**config.mk**
```make
export PLATFORM = sky130hd
export DESIGN_NAME = mem_arbiter
export DESIGN_NICKNAME = d
export VERILOG_FILES = /design/src/rtl/mem_arbiter.sv
export SDC_FILE = /design/constraint.sdc
export NUM_CORES = 1
export LEC_CHECK = 0
export CAP_MARGIN = 40
export CORE_MARGIN = 2
export CORE_UTILIZATION = 36
export CTS_CLUSTER_SIZE = 10
export DETAILED_ROUTE_END_ITERATION = 16
export PLACE_DENSITY = 0.77
export SYNTH_ARGS = -nofsm -noshare
export SYNTH_HDL_FRONTEND = slang
export SYNTH_SLANG_ARGS = --single-unit
```
**constraint.sdc**
```tcl
create_clock -name clock -period 1.5 [get_ports clock]
set_input_delay 0.15 -clock clock [delete_from_list [all_inputs] [get_ports clock]]
set_output_delay 0.15 -clock clock [all_outputs]
set_load 0.01 [all_outputs]
```
**src/rtl/mem_arbiter.sv**
```systemverilog
// mem_arbiter: shares one single-ported memory between the CPU data port (D)
// and the CPU instruction-fetch port (I). The data port always has priority.
// A three-state FSM (IDLE, D_WAIT, I_WAIT) issues one registered request at a
// time and holds it until the memory answers with MemReady.
// Optional feature: define ARB_IBUF_EN to add a single-entry instruction
// buffer that keeps the last fetched word across CPU advances, so a repeated
// fetch of the same address completes without a memory access.
module mem_arbiter (
   input  logic        clock,
   input  logic        reset,
   input  logic        CRead0,
   input  logic        CWrite0,
   input  logic [31:0] CAddr0,
   input  logic [31:0] CWriteData0,
   output logic [31:0] CReadData0,
   input  logic [31:0] CAddr1,
   output logic [31:0] CReadData1,
   output logic        stall,
   output logic        MemReq,
   output logic        MemWe,
   output logic [31:0] MemAddr,
   output logic [31:0] MemWData,
   input  logic [31:0] MemRData,
   input  logic        MemReady
);

   typedef enum logic [1:0] {
      IDLE   = 2'd0,
      D_WAIT = 2'd1,
      I_WAIT = 2'd2
   } state_t;

   state_t      state_reg, state_next;

   logic        mem_req_reg;
   logic        mem_we_reg;
   logic [31:0] mem_addr_reg;
   logic [31:0] mem_wdata_reg;
   logic [31:0] d_data_reg;
   logic [31:0] i_data_reg;
   logic        d_done_reg;

   logic        dreq;
   logic        d_sat;
   logic        i_sat;
   logic        load_d;
   logic        load_i;
   logic        d_complete;
   logic        i_complete;

   // Byte-offset bits of the CPU addresses never reach memory (word access).
   logic        unused_addr_bits;
   assign unused_addr_bits = ^{CAddr0[1:0], CAddr1[1:0]};

   assign dreq  = CRead0 | CWrite0;
   assign d_sat = ~dreq | d_done_reg;

`ifdef ARB_IBUF_EN
   logic        ibuf_valid_reg;
   logic [29:0] ibuf_tag_reg;
   logic [31:0] ibuf_data_reg;
   logic        ibuf_hit;

   // The instruction is satisfied only by a buffer hit on the current address.
   assign ibuf_hit   = ibuf_valid_reg & (ibuf_tag_reg == CAddr1[31:2]);
   assign i_sat      = ibuf_hit;
   assign CReadData1 = ibuf_hit ? ibuf_data_reg : i_data_reg;

   // Buffer fill on fetch completion; invalidate when a D write hits the tag.
   always_ff @(posedge clock) begin
      if (reset) begin
         ibuf_valid_reg <= 1'b0;
         ibuf_tag_reg   <= '0;
         ibuf_data_reg  <= '0;
      end else if (i_complete) begin
         ibuf_valid_reg <= 1'b1;
         ibuf_tag_reg   <= mem_addr_reg[31:2];
         ibuf_data_reg  <= MemRData;
      end else if (d_complete && mem_we_reg && (ibuf_tag_reg == mem_addr_reg[31:2])) begin
         ibuf_valid_reg <= 1'b0;
      end
   end
`else
   logic        i_flag_reg;

   // Without a buffer the fetch is satisfied only until the CPU advances.
   assign i_sat      = i_flag_reg;
   assign CReadData1 = i_data_reg;

   // I-satisfied flag: set on fetch completion, cleared when the CPU advances.
   always_ff @(posedge clock) begin
      if (reset) begin
         i_flag_reg <= 1'b0;
      end else if (i_complete) begin
         i_flag_reg <= 1'b1;
      end else if (!stall) begin
         i_flag_reg <= 1'b0;
      end
   end
`endif

   // Reset forces a stall even if the FSM happens to sit in IDLE.
   assign stall = reset | ~((state_reg == IDLE) & d_sat & i_sat);

   assign MemReq     = mem_req_reg;
   assign MemWe      = mem_we_reg;
   assign MemAddr    = mem_addr_reg;
   assign MemWData   = mem_wdata_reg;
   assign CReadData0 = d_data_reg;

   // State register.
   always_ff @(posedge clock) begin
      if (reset) begin
         state_reg <= IDLE;
      end else begin
         state_reg <= state_next;
      end
   end

   // Next-state logic: D before I; wait states leave only on MemReady.
   always_comb begin
      state_next = state_reg;
      load_d     = 1'b0;
      load_i     = 1'b0;
      d_complete = 1'b0;
      i_complete = 1'b0;
      case (state_reg)
         IDLE: begin
            if (dreq && !d_done_reg) begin
               state_next = D_WAIT;
               load_d     = 1'b1;
            end else if (!i_sat) begin
               state_next = I_WAIT;
               load_i     = 1'b1;
            end
         end
         D_WAIT: begin
            if (MemReady) begin
               state_next = IDLE;
               d_complete = 1'b1;
            end
         end
         I_WAIT: begin
            if (MemReady) begin
               state_next = IDLE;
               i_complete = 1'b1;
            end
         end
         default: begin
            state_next = IDLE;
         end
      endcase
   end

   // Registered memory request; held stable for the whole wait state.
   always_ff @(posedge clock) begin
      if (reset) begin
         mem_req_reg   <= 1'b0;
         mem_we_reg    <= 1'b0;
         mem_addr_reg  <= '0;
         mem_wdata_reg <= '0;
      end else if (load_d) begin
         mem_req_reg   <= 1'b1;
         mem_we_reg    <= CWrite0;
         mem_addr_reg  <= {CAddr0[31:2], 2'b00};
         mem_wdata_reg <= CWriteData0;
      end else if (load_i) begin
         mem_req_reg   <= 1'b1;
         mem_we_reg    <= 1'b0;
         mem_addr_reg  <= {CAddr1[31:2], 2'b00};
      end else if (d_complete || i_complete) begin
         mem_req_reg   <= 1'b0;
      end
   end

   // D completion flag and read-data capture; flag drops when the CPU advances.
   always_ff @(posedge clock) begin
      if (reset) begin
         d_done_reg <= 1'b0;
         d_data_reg <= '0;
      end else if (d_complete) begin
         d_done_reg <= 1'b1;
         if (!mem_we_reg) begin
            d_data_reg <= MemRData;
         end
      end else if (!stall) begin
         d_done_reg <= 1'b0;
      end
   end

   // Fetched instruction register, reloaded only on fetch completion.
   always_ff @(posedge clock) begin
      if (reset) begin
         i_data_reg <= '0;
      end else if (i_complete) begin
         i_data_reg <= MemRData;
      end
   end

endmodule

```
==> qor.yml <==
clocking:
  cts_buffers: 17
  cts_hold_buf: 0
  root_buffer: "clkbuf_16"
  cts_max_level: 4
  clock-sinks: 132
  clock_latency_ns: 0.40
  clk_pin_slew_ns: 0.05
  clockBufferDepth: 2
  cts_tree: "built"
floorplan:
  start_util_pct: 36.8
  rows: 43
  die_area_mm2: 0.0151
  die_h_um: 123
  ios: 264
  die_x_um: 123
  coreArea_mm2: 0.0138
sta:
  finalHoldViolCount: 0
  fmax_mhz: 621
  rsz0062_at_grt: "true"
  drv_slew: 0
  post-route-period-util_pct: 107
  fin_crit_ns: 1.61
  setup_viol: 31
  final.setup.tns_ns: -2.59
  fin_skew_ns: 0.00727
  layout_setup_ws_ns: -0.111
  holdWs_ns: 0.0978
place:
  place_hpwl_um: 10600
  placed_area_mm2: 0.00794
  gp_congestion: 0.817
  port_buffers: 257
  dp.cells: 1045
logic_synthesis:
  synth-main-ff-cell: "dfxtp_1"
  ys_ff_latch: 132
  synthesis.instances: 637
  synthArstFlopShare_pct: 0
  synthDistinctLibCells: 27
  yosysTopAreaCellShare_pct: 51.9
  ys_warn_count: 0
  synth_edf_count: 0
  syn-cell-area_mm2: 0.00509
  synthTopCellsByCount: "132 x a21oi_1, 132 x dfxtp_1, 131 x nand2_1, 35 x inv_1, 35 x o21ai_0"
  synth_area_leaders: "dfxtp_1 52%, a21oi_1 13%, nand2_1 9.7%"
  synth_largest_area_cell: "dfxtp_1"
  syn_area_per_cell_um2: 7.99
  ys_seq_area_share_pct: 51.9
hold_path:
  hold_path_depth: 3
  hp-class: "in -> reg"
routing:
  viasPerCell: 5.02
  route.detailed.drc: 0
  drt-total-wl_um: 17300
  ant_nets: 0
  drt_pre_antenna_iters: 5
  drt_iter0_drc: 337
  vias: 5457
  avgRoutedWirePerCell_um: 16.0
pwr:
  total_leakage_power_uw: 0.00342
  p_per_area_mw_per_mm2: 1490
  peakVddDrop_v: 0.00114
  power_uw: 13100
setup_path:
  r2r_cells: 8
  path_depth: 5
  arrival_ns: 1.46
  path_class: "reg -> out"
  path_max_fanout: 2
  path_cells: "inv_2, ha_4, nand2_4, or3_1, buf_2"
  max_stage_delay_ns: 0.32
  cpLargestDelayFamily: "simple AND/OR/NAND/NOR gates"
  cp-end-kind: "primary output"
  startpoint_type: "register"
  cpMaxStageDelayCell: "dfxtp_2"
  cp_data_required_time_ns: 1.35
  crit_buf_inv: 2
global_routing:
  overflow: 0
  antenna_found_initial: 0
  grt_pass1_vias: 5047
  grt_use_total_pct: 21.2
  grt_start_max_net_pins: 91
  grt_first_pass_wirelength_um: 25200
cells_and_area:
  drive_gt1_share_pct: 10.6
  area_delta_synth_final_pct: 73.0
  design_area_mm2: 0.00881
  fillCellCount: 1151
  nets: 1030
  stdcell_count: 1086
  num_antenna_cells: 0
flow_run:
  maxCapViolCount: 0
run_status:
  outcome: "finished, violations left"
  violations: "negative setup slack"
[final timing paths]
check            endpoint  slack [ns]         start
max                 stall       -0.11  state_reg[0]
min          state_reg[0]         0.1         reset
max reg2reg    MemAddr[7]       -0.10  state_reg[0]
min reg2reg        MemReq        0.45        MemReq
[layout make-up]
class | instances | area, um2 | area share, %
multi-input combinational | 416 | 2170 | 24.7
clock inverter | 9 | 128 | 1.45
inverter | 35 | 131 | 1.49
clock buffer | 22 | 474 | 5.38
tap | 180 | 225 | 2.56
timing repair buffer | 292 | 3030 | 34.4
sequential | 132 | 2650 | 30.0
[report_power, final]
part,switching [uW],internal [uW]
registers,291,4100
logic,2220,2270
clock network,1490,2730
total,4000,9100
[per-layer routing]
layer	track usage [%]	routed length [um]
met4	8.41	308
met1	26.2	7310
met2	33.5	8310
met5	0	0
met3	7.66	1400
[tightest hold or removal path: stages]
cell	delay [ns]
buf_4	0.12
inv_1	0.08
o21a_1	0.10
[repair_timing]
item / CTS / global route
setup endpoints to repair: 32 / 117
gates cloned: 0 / 8
pin swaps: 3 / 12
buffers inserted: 2 / 2
gates resized for setup: 19 / 40
[per-stage QoR]
step | setup slack, ns | utilization, %
final | -0.111 | 63.7
after global routing | -0.169 | 63.7
after CTS | -0.170 | 62.2
after detailed placement | -0.349 | 57.4
after global placement | -0.328 | 57.4
after floorplan | 0.108 | -
[cells by family (layout without fill, tap and decap cells)]
| group | after synthesis | in the layout | synth area share, % |
|---|---|---|---|
| adders and majority gates | 3 | 3 | 0.737 |
| other | 1 | 2 | 0.0737 |
| and+or+nand+nor | 204 | 207 | 16.3 |
| AOI/OAI and AO/OA | 204 | 204 | 22.9 |
| DFF | 132 | 132 | 51.9 |
| buffers and inverters | 93 | 358 | 8.11 |
[placed cells by master, fill, tap and decap left out, types with 8 or more instances in the layout]
| cell | count |
|---|---|
| o21ai_0 | 30 |
| nand3_1 | 33 |
| a21oi_2 | 8 |
| dfxtp_1 | 130 |
| inv_1 | 33 |
| dlymetal6s2s_1 | 15 |
| clkbuf_16 | 21 |
| nand2_1 | 123 |
| buf_4 | 22 |
| o32ai_1 | 30 |
| clkdlybuf4s50_1 | 239 |
| a21oi_1 | 124 |
| nor2_1 | 31 |
(Power assumes the default switching activity.)
